$ cat config.mk
export PLATFORM = sky130hd
export DESIGN_NAME = instruction_fetch
export DESIGN_NICKNAME = d
export VERILOG_FILES = /design/src/rtl/instruction_fetch.sv
export SDC_FILE = /design/constraint.sdc
export NUM_CORES = 1
export LEC_CHECK = 0
export BUFFER_PORTS_ARGS = -buffer_cell sky130_fd_sc_hd__buf_4
export CAP_MARGIN = 20
export CORE_UTILIZATION = 55
export DETAILED_ROUTE_END_ITERATION = 16
export HOLD_SLACK_MARGIN = 0.02
export PLACE_DENSITY = 0.81
export SYNTH_ARGS = -nofsm -noshare
export SYNTH_HDL_FRONTEND = slang
export SYNTH_SLANG_ARGS = --single-unit
export TNS_END_PERCENT = 10
$ cat constraint.sdc
create_clock -name clk -period 13.15 [get_ports clk]
set_input_delay 1.315 -clock clk [delete_from_list [all_inputs] [get_ports clk]]
set_output_delay 1.315 -clock clk [all_outputs]
set_load 0.005 [all_outputs]
$ cat src/rtl/instruction_fetch.sv
// Instruction fetch stage.
// Requests instruction words from memory and keeps at most two requests or
// buffered words in flight, using a credit scheme. Words are handed to decode
// in request order. A redirect moves the fetch PC to a new target, empties the
// buffer and drops the responses that are still in flight.

module instruction_fetch #(
    parameter logic [31:0] RESET_PC = 32'h0000_0000
) (
    input  logic        clk,
    input  logic        rst,
    output logic        imem_req_valid,
    input  logic        imem_req_ready,
    output logic [31:0] imem_addr,
    input  logic        imem_rsp_valid,
    input  logic [31:0] imem_rsp_data,
    input  logic        redirect_valid,
    input  logic [31:0] redirect_pc,
    output logic        instr_valid,
    input  logic        instr_ready,
    output logic [31:0] instruction,
    output logic [31:0] instr_pc
);

    logic [31:0] fetch_pc;
    logic [1:0]  outstanding;
    logic [1:0]  discard;
    logic [1:0]  count;
    logic        head;
    logic [31:0] buf_pc   [2];
    logic [31:0] buf_word [2];

    logic        accept;
    logic        pop;
    logic        rsp_keep;
    logic        tail;
    logic [2:0]  credit_used;
    logic [31:0] rsp_pc;
    logic [1:0]  in_flight_left;

    // Handshakes and bookkeeping derived from the current state. A live
    // response always belongs to the oldest live request, whose PC is the
    // fetch PC wound back by one word per live request still in flight.
    always_comb begin
        credit_used    = {1'b0, outstanding} + {1'b0, count};
        accept         = imem_req_valid && imem_req_ready;
        pop            = instr_valid && instr_ready;
        rsp_keep       = imem_rsp_valid && !redirect_valid &&
                         (discard == 2'd0) && (outstanding != 2'd0);
        tail           = head ^ count[0];
        rsp_pc         = fetch_pc - {28'd0, outstanding, 2'b00};
        in_flight_left = outstanding + discard;
        if (imem_rsp_valid && (in_flight_left != 2'd0)) begin
            in_flight_left = in_flight_left - 2'd1;
        end
    end

    // Outputs come from registered state only; rst and redirect merely
    // gate them, so memory responses and decode backpressure never reach
    // instr_valid or imem_req_valid in the same cycle.
    assign imem_req_valid = !rst && !redirect_valid && (discard == 2'd0) &&
                            (credit_used < 3'd2);
    assign imem_addr      = fetch_pc;
    assign instr_valid    = !rst && (count != 2'd0);
    assign instruction    = instr_valid ? buf_word[head] : 32'd0;
    assign instr_pc       = instr_valid ? buf_pc[head]   : 32'd0;

    // Control state: fetch PC, in-flight counters and buffer pointers.
    // A redirect overrides any same-cycle pop or response write.
    always_ff @(posedge clk) begin
        if (rst) begin
            fetch_pc    <= RESET_PC;
            outstanding <= 2'd0;
            discard     <= 2'd0;
            count       <= 2'd0;
            head        <= 1'b0;
        end else if (redirect_valid) begin
            fetch_pc    <= {redirect_pc[31:2], 2'b00};
            outstanding <= 2'd0;
            discard     <= in_flight_left;
            count       <= 2'd0;
            head        <= 1'b0;
        end else begin
            if (accept) begin
                fetch_pc <= fetch_pc + 32'd4;
            end
            if (accept && !rsp_keep) begin
                outstanding <= outstanding + 2'd1;
            end else if (!accept && rsp_keep) begin
                outstanding <= outstanding - 2'd1;
            end
            if (imem_rsp_valid && (discard != 2'd0)) begin
                discard <= discard - 2'd1;
            end
            if (pop) begin
                head <= ~head;
            end
            if (rsp_keep && !pop) begin
                count <= count + 2'd1;
            end else if (!rsp_keep && pop) begin
                count <= count - 2'd1;
            end
        end
    end

    // Buffer storage needs no reset; the count alone decides what is valid.
    always_ff @(posedge clk) begin
        if (rsp_keep) begin
            buf_pc[tail]   <= rsp_pc;
            buf_word[tail] <= imem_rsp_data;
        end
    end

endmodule

==> results of run 1 <==
[area by class of cell]
class	count	area [µm²]	share of cell area (%)
Sequential cell	162	4490	47.0
Multi-Input combinational cell	433	2900	30.4
Timing Repair Buffer	166	1250	13.0
Clock buffer	17	425	4.45
Tap cell	176	220	2.30
Clock inverter	13	210	2.20
Inverter	17	63.8	0.668
[worst reg2reg max path, delay by kind of cell (launching register included)]
| kind | cells | cell delay (ps) |
|---|---|---|
| adder cells (fa/ha/maj) | 2 | 1020 |
| AND/OR/NAND/NOR | 4 | 680 |
| flip-flops | 1 | 380 |
| buffers and inverters | 2 | 980 |
| AO/OA/AOI/OAI | 1 | 150 |
[path summary, 6_finish.rpt]
kind	endpoint	from	depth (start not counted)	slack (ps)
setup / recovery	instruction[19]	rst	5	8890
hold / removal	count[1]	count[1]	2	530
setup reg to reg	outstanding[1]	outstanding[0]	9	9870
hold reg to reg	count[1]	count[1]	2	530
[layer usage]
layer  share of wire, %  vias to the layer above  GRT usage [%]
li1                   -                     2664              -
met3                7.8                       17           5.61
met5                  0                        -              0
met1                 42                     2648           32.2
met4                1.4                        0           9.77
met2                 49                      279           39.9
[power groups by stage]
stage	logic (W)	clock network (W)	registers (W)
final	0.0000901	0.000532	0.000577
after CTS	0.0000894	0.000536	0.000577
after floorplan	0.0000588	0	0.000578
after detailed placement	0.0000885	0	0.000587
after global placement	0.0000843	0	0.000586
after global routing	0.0000984	0.000557	0.000579
[stage by stage]
stage	util (%)	total power, W
CTS	71.3	0.00120
floorplan	-	0.000637
detailed placement	66.6	0.000676
global placement	66.6	0.000671
finish	71.3	0.00120
global route	71.3	0.00123
[registers in the layout (all words and copies together) (netlist names), named ones only]
name / count
discard: 2
count: 2
outstanding: 2
head: 1
buf_word: 64
imem_addr: 30
buf_pc: 60
[cell families (layout without fill, tap and decap cells)]
family	Yosys count	after routing
flops	162	162
xor+xnor	47	47
simple gates	230	230
other cells	1	4
compound gates	78	78
buf+inv	71	213
mux	64	64
fa+ha+maj	10	10
[placed cells by master, fill, tap and decap left out, types with 3 or more instances in the layout]
cell type / n
a211oi_1: 4
a21oi_1: 30
a221oi_1: 3
a31oi_1: 6
and2_1: 4
and3_1: 15
and4_1: 4
buf_4: 166
bufinv_16: 5
clkbuf_16: 17
conb_1: 4
dfxtp_1: 37
edfxtp_1: 124
ha_1: 8
inv_1: 16
mux2i_1: 62
nand2_1: 25
nand2b_1: 3
nand3_1: 11
nand4_1: 13
nor2_1: 95
nor3_1: 20
nor4_1: 7
o21ai_0: 10
o22ai_1: 13
or2_2: 3
or3_1: 7
or4_1: 4
xnor2_1: 19
xor2_1: 28
==> impl_metrics.ini, run 1 <==
[logic_synthesis]
synth_top_family_by_area = simple AND/OR/NAND/NOR gates
yosysSeqAreaShare_pct = 58.5
synthSimpleGateAreaFrac_pct = 15.6
ys.flop_type = edfxtp_1
syn_area_um2 = 7670
yosys-top-cells-area = edfxtp_1 49%, dfxtp_1 9.9%, mux2i_1 8.1%, nor2_1 4.7%, xor2_1 3.2%
synth_compound_area_share_pct = 6.22
yosysWarnings = 0
yosysTopAreaCellShare_pct = 48.6
synthAdderAreaFrac_pct = 1.83
synth_cell_types = 59
ys_ff_latch = 162
async_flop_share_pct = 0
synth_common_cells = 124 x edfxtp_1, 96 x nor2_1, 62 x mux2i_1
syn_inst = 663
synth.area.mux_share_pct = 8.39
synth_edf_count = 124
syn_area_per_cell_um2 = 11.6
synth_xor_area_share_pct = 5.37
yosys.area.top_type = edfxtp_1
synthMostInstantiatedCell = edfxtp_1

[critical_path]
cp.arrival_ps = 2940
startpoint_type = input pin
path_delay_family = buffers and inverters
crit_top_cell = buf_4
path_cells = buf_4 -> or2_2 -> buf_4 -> nor2_1 -> buf_4
slowest_stage = or2_2
path_max_fanout = 44
crit_path_end_kind = primary output
worstSetupPathType = in2out
cpPeakStageDelay_ps = 490
required_ps = 11840
cp_num_buf_inv = 3

[route]
drtPass1Iterations = 5
drt-initial-drc-count = 490
antenna_left = 0
drc_errors = 0
routed-via-count = 5608
viasPerCell = 5.70
routed_wirelength_mm = 17.3
wl_per_cell_um = 17.6

[timing]
setup_viol = 0
tightest_slew_ps = 950
period_needed_ps = 4260
fin_ws_ps = 8890
final.setup_skew_ps = 6.24
slew_headroom_pct = 36.6
setup_tns_ps = 0
rsz0062_at_grt = false
hold_viol_final = 0
post-route-period-util_pct = 32.4
fin_hold_ws_ps = 526
fmax_mhz = 235
finalMaxSlewViolations = 0

[power]
vdd_drop_max_mv = 0.0637
p_comb_share_pct = 7.5
p_int_w = 0.000941
pwr-share-clk_pct = 44.3
p_leak_nw = 3.64
pwr_density_cell_nw_per_um2 = 125
netSwitchingPower_w = 0.000258
p_seq_share_pct = 48.1
switching_share_pct = 21.5

[die]
die_area_um2 = 14400
core_area_um2 = 13400
die_w_um = 120
initial_utilization_pct = 57.2
fp.dieH_um = 120
boundaryPins = 168
rows = 42

[cells_and_area]
n_antenna_cell = 0
drive_above_1_share_pct = 26.5
final_design_area_no_fill_um2 = 9550
nFillCells = 951
nets = 877
area_growth_syn_to_layout_pct = 24.6
instances_no_fill = 984

[global_routing]
grt_usage_pct = 24.7
grt_pass1_wl_mm = 27.5
grt_start_max_net_pins = 63
grt_pass1_vias = 5528
antenna_found_initial = 0
grt.overflow.total = 0

[clocking]
holdBufCountCts = 0
clock_latency_ps = 420
cts-resized-gates = 0
clock_path_buffers = 2
post_cts_buffers = 0
cts_tree = built
cts-htree-levels = 4
cts-root-buf = clkbuf_16
numCtsBuffers = 17
cts_sinks = 162
clk_pin_slew_ps = 60

[place]
dp_slack_ps = 8890
dpl.hpwl_mm = 11.4
dp_cells = 954
portBuffers = 161
placedInstanceArea_um2 = 8920
globalplace.congestion = 0.869

[flow_run]
drv.max_cap_violation_count = 0

[min_path]
hp-class = reg2reg

[status]
status = finished, final reports clean
Note: power is estimated with default switching activity, not from simulation.
==> run 2, diff against run 1 <==
clock period = 4.35 ns   (was 13.15 ns; I/O delays follow)
==> run 2 against run 1 <==
Sequential cell count unchanged. Critical path depth is 5 higher. Routed wire length decreased by 0.47%. Core utilization about the same. Clock power rose to 2.9 times the previous value. Sequential power increased to 3.0 times the previous value. Global-route usage shrank 0.19 points.
==> impl_metrics.ini, run 2 (synthesized netlist as in run 1, its figures left out) <==
[critical_path]
path_cells = and2_1 -> fa_1 -> nor2_1 -> nand4_1 -> buf_4 -> clkinv_1 -> buf_4 -> ha_1 -> or3_1 -> a21oi_1
r2r-end = outstanding[1]
crit_path_end_kind = flip-flop
cp_num_buf_inv = 3
path_max_fanout = 41
crit_top_cell = buf_4
cpPeakStageDelay_ps = 490
worstSetupPathType = reg2reg
path_delay_family = adder cells
startpoint_type = flip-flop
r2r_slack_ps = 1500
required_ps = 4710
r2r_start = outstanding[0]
cp.arrival_ps = 3200
r2r_cells = 10
slowest_stage = fa_1
crit_start = outstanding[0]

[cells_and_area]
drive_above_1_share_pct = 26.6
area_growth_syn_to_layout_pct = 24.7
final_design_area_no_fill_um2 = 9560
top_register = buf_word
largest_reg_flops = 64
final_common_cell = buf_4
final_cell_mix = 165 x buf_4, 124 x edfxtp_1, 95 x nor2_1
n_antenna_cell = 0
nFillCells = 969
nets = 878

[global_routing]
grt_pass1_vias = 5474
grt.overflow.total = 0
antenna_found_initial = 0
grt_start_max_net_pins = 63
grt_usage_pct = 24.5
grt_pass1_wl_mm = 27.2

[die]
core_area_um2 = 13400
rows = 42
die_area_um2 = 14400
die_w_um = 120
boundaryPins = 168
initial_utilization_pct = 57.2
fp.dieH_um = 120

[place]
globalplace.congestion = 0.882
portBuffers = 161
dp_slack_ps = 1510
placedInstanceArea_um2 = 8950
dpl.hpwl_mm = 11.5

[min_path]
hp-start = imem_rsp_data[30]
whs_endpoint = buf_word[1][30]
hp-class = in2reg
hold_depth = 1

[clocking]
cts-htree-levels = 4
cts_tree = built
holdBufCountCts = 0
clock_path_buffers = 2
cts-root-buf = clkbuf_16
cts-resized-gates = 0
numCtsBuffers = 17
cts_sinks = 162
clock_latency_ps = 420
clk_pin_slew_ps = 70
post_cts_buffers = 0

[route]
antenna_left = 0
drtPass1Iterations = 5
drc_errors = 0
viasPerCell = 5.76
routed-via-count = 5681
drt-initial-drc-count = 589
routed_wirelength_mm = 17.2
wl_per_cell_um = 17.4

[timing]
tightest_slew_ps = 901
fmax_mhz = 351
period_needed_ps = 2850
post-route-period-util_pct = 65.5
slew_headroom_pct = 39.9
setup_tns_ps = 0
setup_viol = 0
hold_viol_final = 0
rsz0062_at_grt = false
final.setup_skew_ps = 7.87
finalMaxSlewViolations = 0
fin_ws_ps = 1500

[power]
p_leak_nw = 3.63
netSwitchingPower_w = 0.000801
pwr_density_cell_nw_per_um2 = 370
switching_share_pct = 22.6
vdd_drop_max_mv = 0.295
p_seq_share_pct = 49.3
p_comb_share_pct = 7.7
pwr-share-clk_pct = 43.0
p_int_w = 0.00274

[status]
status = finished, final reports clean

[flow_run]
drv.max_cap_violation_count = 0
-- run 2: power groups by stage --
stage	Sequential, W	Clock, W	Combinational (W)
after floorplan	0.00175	0	0.000178
after global placement	0.00177	0	0.000255
after detailed placement	0.00178	0	0.000269
after CTS	0.00174	0.00154	0.000271
after global routing	0.00175	0.00159	0.000298
final	0.00175	0.00152	0.000273
-- run 2: worst max path at each step --
stage | to | cells past startpoint
after global placement | buf_word[0][13] | 5
after floorplan | buf_pc[0][10] | 4
after CTS | outstanding[1] | 10
after detailed placement | buf_word[0][25] | 5
final | outstanding[1] | 10
after global routing | imem_addr[6] | 10
-- run 2: layout make-up --
class                   count  area [µm²]  share of cell area, %
well taps                 176         220                   2.30
flip-flops and latches    162        4490                   46.9
repair buffers            167        1280                   13.4
clock buffers              17         425                   4.45
inverters                  17        63.8                  0.667
clock inverters            15         184                   1.92
multi-input cells         433        2900                   30.3
-- run 2: metal layers --
metal  vias to the layer above  routed length (µm)  global-route usage (%)
met5                         -                   0                       0
met4                         0                 178                    7.81
met3                        12                1370                    6.18
met2                       269                8510                    40.4
met1                      2724                7160                    31.5
li1                       2676                   -                       -
-- run 2: through the flow --
step / util (%) / power (W) / instances / hold WS, ps
global placement: 66.8 / 0.00203 / 955 / 506
global route: 71.3 / 0.00364 / 987 / 181
floorplan: - / 0.00193 / 666 / 492
detailed placement: 66.8 / 0.00204 / 955 / 527
CTS: 71.3 / 0.00355 / 987 / 178
finish: 71.3 / 0.00354 / 987 / 194
